### src/rtl/bank_arbiter_pkg.sv
`default_nettype none
// ============================================================================
// Module   : bank_arbiter_pkg
// Purpose  : Shared constants for the bank arbiter: requester indices and
//            the bank muxcode encoding, plus an index-to-muxcode helper.
// Revision : 1.0 - initial release
// ============================================================================
package bank_arbiter_pkg;

  // Requester indices; the position in the packed req/addr buses.
  localparam int REQ_I = 0;
  localparam int REQ_D = 1;
  localparam int REQ_C = 2;

  // Muxcode presented to the bank for each requester.
  typedef enum logic [1:0] {
    MUX_I = 2'b00,
    MUX_D = 2'b01,
    MUX_C = 2'b10
  } muxcode_e;

  // Map a requester index onto the bank muxcode.
  function automatic logic [1:0] idx_to_mux(input int idx);
    logic [1:0] mux;
    case (idx)
      REQ_I:   mux = MUX_I;
      REQ_D:   mux = MUX_D;
      REQ_C:   mux = MUX_C;
      default: mux = 2'b00;
    endcase
    return mux;
  endfunction

endpackage
`default_nettype wire

### src/rtl/bank_arbiter_rr_arb.sv
`default_nettype none
// ============================================================================
// Module   : rr_arb
// Purpose  : Combinational N-way round-robin arbiter. Grants the first
//            requester at or after the priority pointer (modulo N) and
//            reports the pointer value to load if that grant is taken.
// Revision : 1.0 - initial release
// ============================================================================
module rr_arb
  import bank_arbiter_pkg::*;
#(
  parameter int N  = 3,
  parameter int PW = 2
) (
  input  logic [N-1:0]  i_req,
  input  logic [PW-1:0] i_ptr,
  output logic [N-1:0]  o_gnt,
  output logic [PW-1:0] o_idx,
  output logic          o_any,
  output logic [PW-1:0] o_nxt_ptr
);

  int w_k;

  // Rotating priority search starting at the pointer.
  always_comb begin
    o_gnt = '0;
    o_idx = '0;
    o_any = 1'b0;
    w_k   = 0;
    for (int i = 0; i < N; i++) begin
      w_k = (int'(i_ptr) + i) % N;
      if (!o_any && i_req[w_k[PW-1:0]]) begin
        o_gnt[w_k[PW-1:0]] = 1'b1;
        o_idx              = w_k[PW-1:0];
        o_any              = 1'b1;
      end
    end
  end

  // Pointer moves one past the winner, wrapping at N.
  always_comb begin
    o_nxt_ptr = (o_idx == PW'(N - 1)) ? '0 : o_idx + PW'(1);
  end

endmodule
`default_nettype wire

### src/rtl/bank_arbiter.sv
`default_nettype none
// ============================================================================
// Module   : bank_arbiter
// Purpose  : Independent round-robin arbitration of the read and write ports
//            of a shared bank among the interface, data and compute
//            requesters. Read data valid follows a read grant by one cycle.
// Config   : BANK_ARB_RAW_STALL_EN - when defined, a same-cycle read and
//            write to one address defers the read by a cycle (writes are
//            blocked in that cycle so the read sees the written data).
// Revision : 1.0 - initial release
// ============================================================================
module bank_arbiter
  import bank_arbiter_pkg::*;
#(
  parameter int A = 10,
  parameter int N = 3
) (
  input  logic           clk,
  input  logic           rst,
  input  logic [N-1:0]   rd_req,
  input  logic [N*A-1:0] rd_addr,
  output logic [N-1:0]   rd_gnt,
  output logic [N-1:0]   rd_vld,
  input  logic [N-1:0]   wr_req,
  input  logic [N*A-1:0] wr_addr,
  output logic [N-1:0]   wr_gnt,
  output logic           bank_rd_en,
  output logic [A-1:0]   bank_rd_addr,
  output logic [1:0]     bank_rd_muxcode,
  output logic           bank_wr_en,
  output logic [A-1:0]   bank_wr_addr,
  output logic [1:0]     bank_wr_muxcode
);

  localparam int PW = (N > 1) ? $clog2(N) : 1;

  logic [PW-1:0] r_rd_ptr;
  logic [PW-1:0] r_wr_ptr;
  logic [N-1:0]  r_rd_vld;
  logic          r_stall;

  logic [N-1:0]  w_rd_gnt_raw;
  logic [PW-1:0] w_rd_idx;
  logic          w_rd_any_raw;
  logic [PW-1:0] w_rd_nxt;
  logic [N-1:0]  w_wr_gnt_raw;
  logic [PW-1:0] w_wr_idx;
  logic          w_wr_any_raw;
  logic [PW-1:0] w_wr_nxt;

  logic [N-1:0]  w_rd_gnt;
  logic [N-1:0]  w_wr_gnt;
  logic [A-1:0]  w_rd_addr_sel;
  logic [A-1:0]  w_wr_addr_sel;
  logic          w_conflict;

  rr_arb #(.N(N), .PW(PW)) u_rd_arb (
    .i_req     (rd_req),
    .i_ptr     (r_rd_ptr),
    .o_gnt     (w_rd_gnt_raw),
    .o_idx     (w_rd_idx),
    .o_any     (w_rd_any_raw),
    .o_nxt_ptr (w_rd_nxt)
  );

  rr_arb #(.N(N), .PW(PW)) u_wr_arb (
    .i_req     (wr_req),
    .i_ptr     (r_wr_ptr),
    .o_gnt     (w_wr_gnt_raw),
    .o_idx     (w_wr_idx),
    .o_any     (w_wr_any_raw),
    .o_nxt_ptr (w_wr_nxt)
  );

  // Final grants: reset blocks everything; a pending stall blocks writes;
  // a read-after-write address match (when enabled) blocks the read.
  always_comb begin
    w_rd_addr_sel = rd_addr[int'(w_rd_idx)*A +: A];
    w_wr_addr_sel = wr_addr[int'(w_wr_idx)*A +: A];
    w_wr_gnt      = (rst || r_stall) ? '0 : w_wr_gnt_raw;
`ifdef BANK_ARB_RAW_STALL_EN
    w_conflict    = !rst && w_rd_any_raw && (|w_wr_gnt) &&
                    (w_rd_addr_sel == w_wr_addr_sel);
`else
    w_conflict    = 1'b0;
`endif
    w_rd_gnt      = (rst || w_conflict) ? '0 : w_rd_gnt_raw;
  end

  // Bank port drive: address and muxcode of the winner, zero when idle.
  always_comb begin
    rd_gnt          = w_rd_gnt;
    wr_gnt          = w_wr_gnt;
    rd_vld          = r_rd_vld;
    bank_rd_en      = |w_rd_gnt;
    bank_wr_en      = |w_wr_gnt;
    bank_rd_addr    = bank_rd_en ? w_rd_addr_sel : '0;
    bank_wr_addr    = bank_wr_en ? w_wr_addr_sel : '0;
    bank_rd_muxcode = bank_rd_en ? idx_to_mux(int'(w_rd_idx)) : 2'b00;
    bank_wr_muxcode = bank_wr_en ? idx_to_mux(int'(w_wr_idx)) : 2'b00;
  end

  // Pointers advance only on an issued grant; read valid tracks the bank's
  // one-cycle read latency; the stall flag lives for a single cycle.
  always_ff @(posedge clk or posedge rst) begin
    if (rst) begin
      r_rd_ptr <= '0;
      r_wr_ptr <= '0;
      r_rd_vld <= '0;
      r_stall  <= 1'b0;
    end else begin
      if (|w_rd_gnt) r_rd_ptr <= w_rd_nxt;
      if (|w_wr_gnt) r_wr_ptr <= w_wr_nxt;
      r_rd_vld <= w_rd_gnt;
      r_stall  <= w_conflict;
    end
  end

endmodule
`default_nettype wire

### config.mk
export PLATFORM = sky130hd
export DESIGN_NAME = bank_arbiter
export DESIGN_NICKNAME = d
export VERILOG_FILES = /design/src/rtl/bank_arbiter_pkg.sv /design/src/rtl/bank_arbiter_rr_arb.sv /design/src/rtl/bank_arbiter.sv
export SDC_FILE = /design/constraint.sdc
export NUM_CORES = 1
export LEC_CHECK = 0
export CORE_UTILIZATION = 41
export CTS_BUF_LIST = sky130_fd_sc_hd__clkbuf_8
export CTS_CLUSTER_SIZE = 30
export DETAILED_ROUTE_END_ITERATION = 6
export PLACE_DENSITY = 0.95
export SKIP_LAST_GASP = 1
export SYNTH_ARGS = -nofsm -noshare
export SYNTH_HDL_FRONTEND = slang
export SYNTH_HIERARCHICAL = 1
export SYNTH_SLANG_ARGS = --single-unit
### constraint.sdc
create_clock -name clk -period 2.5 [get_ports clk]
set_input_delay 0.25 -clock clk [delete_from_list [all_inputs] [get_ports clk]]
set_output_delay 0.25 -clock clk [all_outputs]
set_load 0.01 [all_outputs]
==> results of run 1 <==
-- metrics by stage --
stage	instances	worst slack (ns)
after global placement	419	-0.548
after CTS	472	-0.362
after detailed placement	419	-0.640
after floorplan	228	0.0572
-- per-layer routing --
layer  global-route usage  overflow
met4                 1.11        75
met3                0.627         2
met5                0.213         0
met1                0.762         3
met2                 1.12       145
-- repair_timing --
| action | CTS |
|---|---|
| gates resized for setup | 204 |
| gates cloned | 1 |
| pin swaps | 37 |
| setup endpoints to repair | 36 |
| hold endpoints to repair | 0 |
| buffers inserted | 49 |
==> reports/metrics.yaml, run 1 <==
ys_warn_count: 6
h-tree-depth: 1
status: "aborted with a tool error"
endpoint_type: "primary output"
track_usage: 0.867
syn_area_um2: 1820
failed_stage: "5_1_grt"
core.rowCount: 23
num_io_pins: 103
error: "[ERROR GRT-0232] Routing congestion too high. Check the congestion heatmap in the GUI."
root_buffer: "clkbuf_8"
cts_buffer_depth: 2
io_buffers: 102
syn_avg_cell_area_um2: 7.97
synthCells: 228
grt_max_degree: 12
worst_endpoint: "bank_rd_addr[8]"
cts_made_buffers: 3
hold_buffers: 0
placed_cell_area_um2: 3180
place_congestion: 0.864
gr-total-overflow: 225
dpl.hpwl_um: 5030
die_x_um: 68.6
die_h_um: 68.6
initial_core_util: 0.441
syn_nets: 304
==> inputs of run 2 (changes only) <==
CORE_UTILIZATION = 40   (was 41)
CTS_BUF_LIST = default   (was sky130_fd_sc_hd__clkbuf_8)
CTS_CLUSTER_SIZE = default   (was 30)
PLACE_DENSITY = default   (was 0.95)
PLACE_DENSITY_LB_ADDON = 0.15   (was default)
==> reports/metrics.yaml, run 2 <==
status: "finished, violations left"
violations: "setup timing"
fin_hold_ws_ns: 0.334
post-route-drc-count: 0
end_kind: "output port"
track_usage: 0.330
rr_endpoint: "r_wr_ptr[0]$_DFFE_PP0P_"
die_h_um: 69.4
final_area_um2: 4050
critPathKind: "reg -> out"
hold_buffers: 0
reg2reg_slack_ns: -0.16
gr-total-overflow: 0
rsz0062_at_grt: "true"
final_common_cell: "buf_4"
stdcell_count: 474
worstMarginPinSlew_ns: 0.518
r2r_start: "r_wr_ptr[1]$_DFFE_PP0P_"
ant_nets: 0
finalCriticalPeriod_ns: 2.98
grt_max_degree: 9
setup_viol: 31
tns_ns: -10.18
viasPerCell: 5.75
clk_latency_ns: 0.25
cts_made_buffers: 3
grt_pass1_vias: 2738
drv_cap: 0
final_max_slew_viol_count: 0
wire_per_inst_um: 20.7
synthCells: 228
drive_gt1_frac: 0.583
syn_avg_cell_area_um2: 7.97
layout_setup_ws_ns: -0.479
power.leakage_nw: 1.76
largest_reg_flops: 3
io_buffers: 102
grt_pass1_wl_um: 13000
ys_warn_count: 6
areaGrowthSynthToFinish_pct: 123
power_density_nw_per_um2: 1630
required_ns: 2.25
initial_core_util: 0.417
root_buffer: "clkbuf_8"
place_congestion: 0.847
hold_viol: 0
slew-limit-headroom: 0.654
place_ws_ns: -0.589
cp_max_fo: 7
fin_skew_ns: 0.0143
ff2ff_path_depth: 10
dr_total_vias: 2724
dpl.hpwl_um: 4750
hold_path_class: "in -> async"
syn_area_um2: 1820
syn_nets: 304
place_inst: 425
drt_first_pass_iters: 5
num_io_pins: 103
clock-sinks: 7
final_cell_mix: "73 x buf_4, 69 x clkdlybuf4s50_1, 32 x buf_6"
core.rowCount: 24
clk_pin_slew_ns: 0.06
start_kind: "flip-flop"
h-tree-depth: 1
cts_tree: "done"
arrival_ns: 2.73
fmax_mhz: 336
antenna_cells: 0
fin_nets: 499
antenna_found_initial: 0
cts_buffer_depth: 2
ir_worst_vdd_mv: 1.38
die_x_um: 69.4
wl_um: 9800
coreArea_um2: 4350
dieArea_um2: 4820
placed_cell_area_um2: 3240
dr.first_iter.drc_count: 160
fin_crit_sh: 1.19
## run 2: layout make-up
class | instances | area [um^2]
Tap cell | 52 | 65.1
Timing Repair Buffer | 207 | 1820
Multi-Input combinational cell | 193 | 1880
Sequential cell | 7 | 178
Fill cell | 152 | 309
Clock buffer | 4 | 45.0
Inverter | 11 | 48.8
## run 2: stage by stage
stage	power (W)	util
global placement	0.00418	0.744
detailed placement	0.00425	0.744
global route	0.00687	0.929
CTS	0.00571	0.880
finish	0.00660	0.929
floorplan	0.00259	-
## run 2: power breakdown
| part | internal [W] | leakage, nW | switching, W |
|---|---|---|---|
| clock network | 0.000112 | 0.0228 | 0.0000693 |
| registers | 0.000171 | 0.0852 | 0.0000544 |
| logic | 0.00337 | 1.66 | 0.00283 |
| total | 0.00365 | 1.76 | 0.00295 |
## run 2: worst max-delay path by stage
stage | end | slack [ns] | cells past startpoint | from
3_3_place_gp | bank_rd_muxcode[1] | -0.54 | 10 | r_rd_ptr[1]$_DFFE_PP0P_
4_1_cts | bank_wr_addr[7] | -0.38 | 12 | r_wr_ptr[1]$_DFFE_PP0P_
6_report | bank_rd_addr[4] | -0.48 | 11 | r_rd_ptr[0]$_DFFE_PP0P_
5_1_grt | bank_wr_addr[7] | -0.53 | 14 | r_wr_ptr[0]$_DFFE_PP0P_
3_5_place_dp | bank_rd_addr[3] | -0.59 | 11 | r_rd_ptr[0]$_DFFE_PP0P_
2_1_floorplan | bank_rd_addr[0] | 0.06 | 10 | r_rd_ptr[0]$_DFFE_PP0P_
## run 2: per-layer routing
| layer | up-vias | GRT usage | routed length (um) |
|---|---|---|---|
| met4 | 0 | 0.154 | 726 |
| met5 | - | 0 | 0 |
| met3 | 66 | 0.0334 | 540 |
| li1 | 1189 | - | - |
| met1 | 1299 | 0.362 | 3350 |
| met2 | 170 | 0.629 | 5180 |
## run 2: timing repair
item,CTS,global route
pin swaps,49,36
setup endpoints to repair,36,36
resized for setup,224,48
cloned,3,0
buffers inserted,34,16
## run 2: worst max-delay path, cell delays in order, from the launching register on
cell and delay, ns:
dfrtp_1 0.40, inv_2 0.07, ha_4 0.32, and4bb_1 0.20, a31oi_1 0.24, nor3_2 0.11, nor3_4 0.26, buf_6 0.19
mux2i_1 0.09, or2_0 0.26, a21oi_2 0.17, buf_2 0.16
Power figures use the tool's default switching activity.
==> inputs of run 3 (changes only) <==
CAP_MARGIN = 20   (was default)
CORE_MARGIN = 3   (was default)
==> reports/metrics.yaml, run 3 <==
status: "aborted with a tool error"
failed_stage: "5_1_grt"
error: "[ERROR DPL-0033] detailed placement checks failed during check placement."
grt_max_degree: 12
num_io_pins: 103
ys_warn_count: 6
cts_buffer_depth: 2
initial_core_util: 0.432
synthCells: 228
die_h_um: 73.4
syn_avg_cell_area_um2: 7.97
antenna_found_initial: 0
dpl.hpwl_um: 5050
h-tree-depth: 1
cts_made_buffers: 3
place_ws_ns: -0.596
core.rowCount: 23
worst_endpoint: "bank_rd_addr[3]"
hold_buffers: 0
syn_area_um2: 1820
io_buffers: 102
place_congestion: 0.879
die_x_um: 73.4
syn_nets: 304
endpoint_type: "primary output"
root_buffer: "clkbuf_8"
## run 3: timing repair
item	CTS
pin swaps	39
gates cloned	3
resized for setup	205
endpoints found under the setup margin	36
buffers inserted	43
endpoints found under the hold margin	0
## run 3: through the flow
| stage | std cells | utilization | TNS, ns | area [um^2] |
|---|---|---|---|---|
| 2_1_floorplan | 228 | - | 0 | 1820 |
| 3_3_place_gp | 416 | 0.758 | -14.30 | 3190 |
| 3_5_place_dp | 416 | 0.758 | -16.32 | 3190 |
| 4_1_cts | 462 | 0.903 | -7.33 | 3790 |
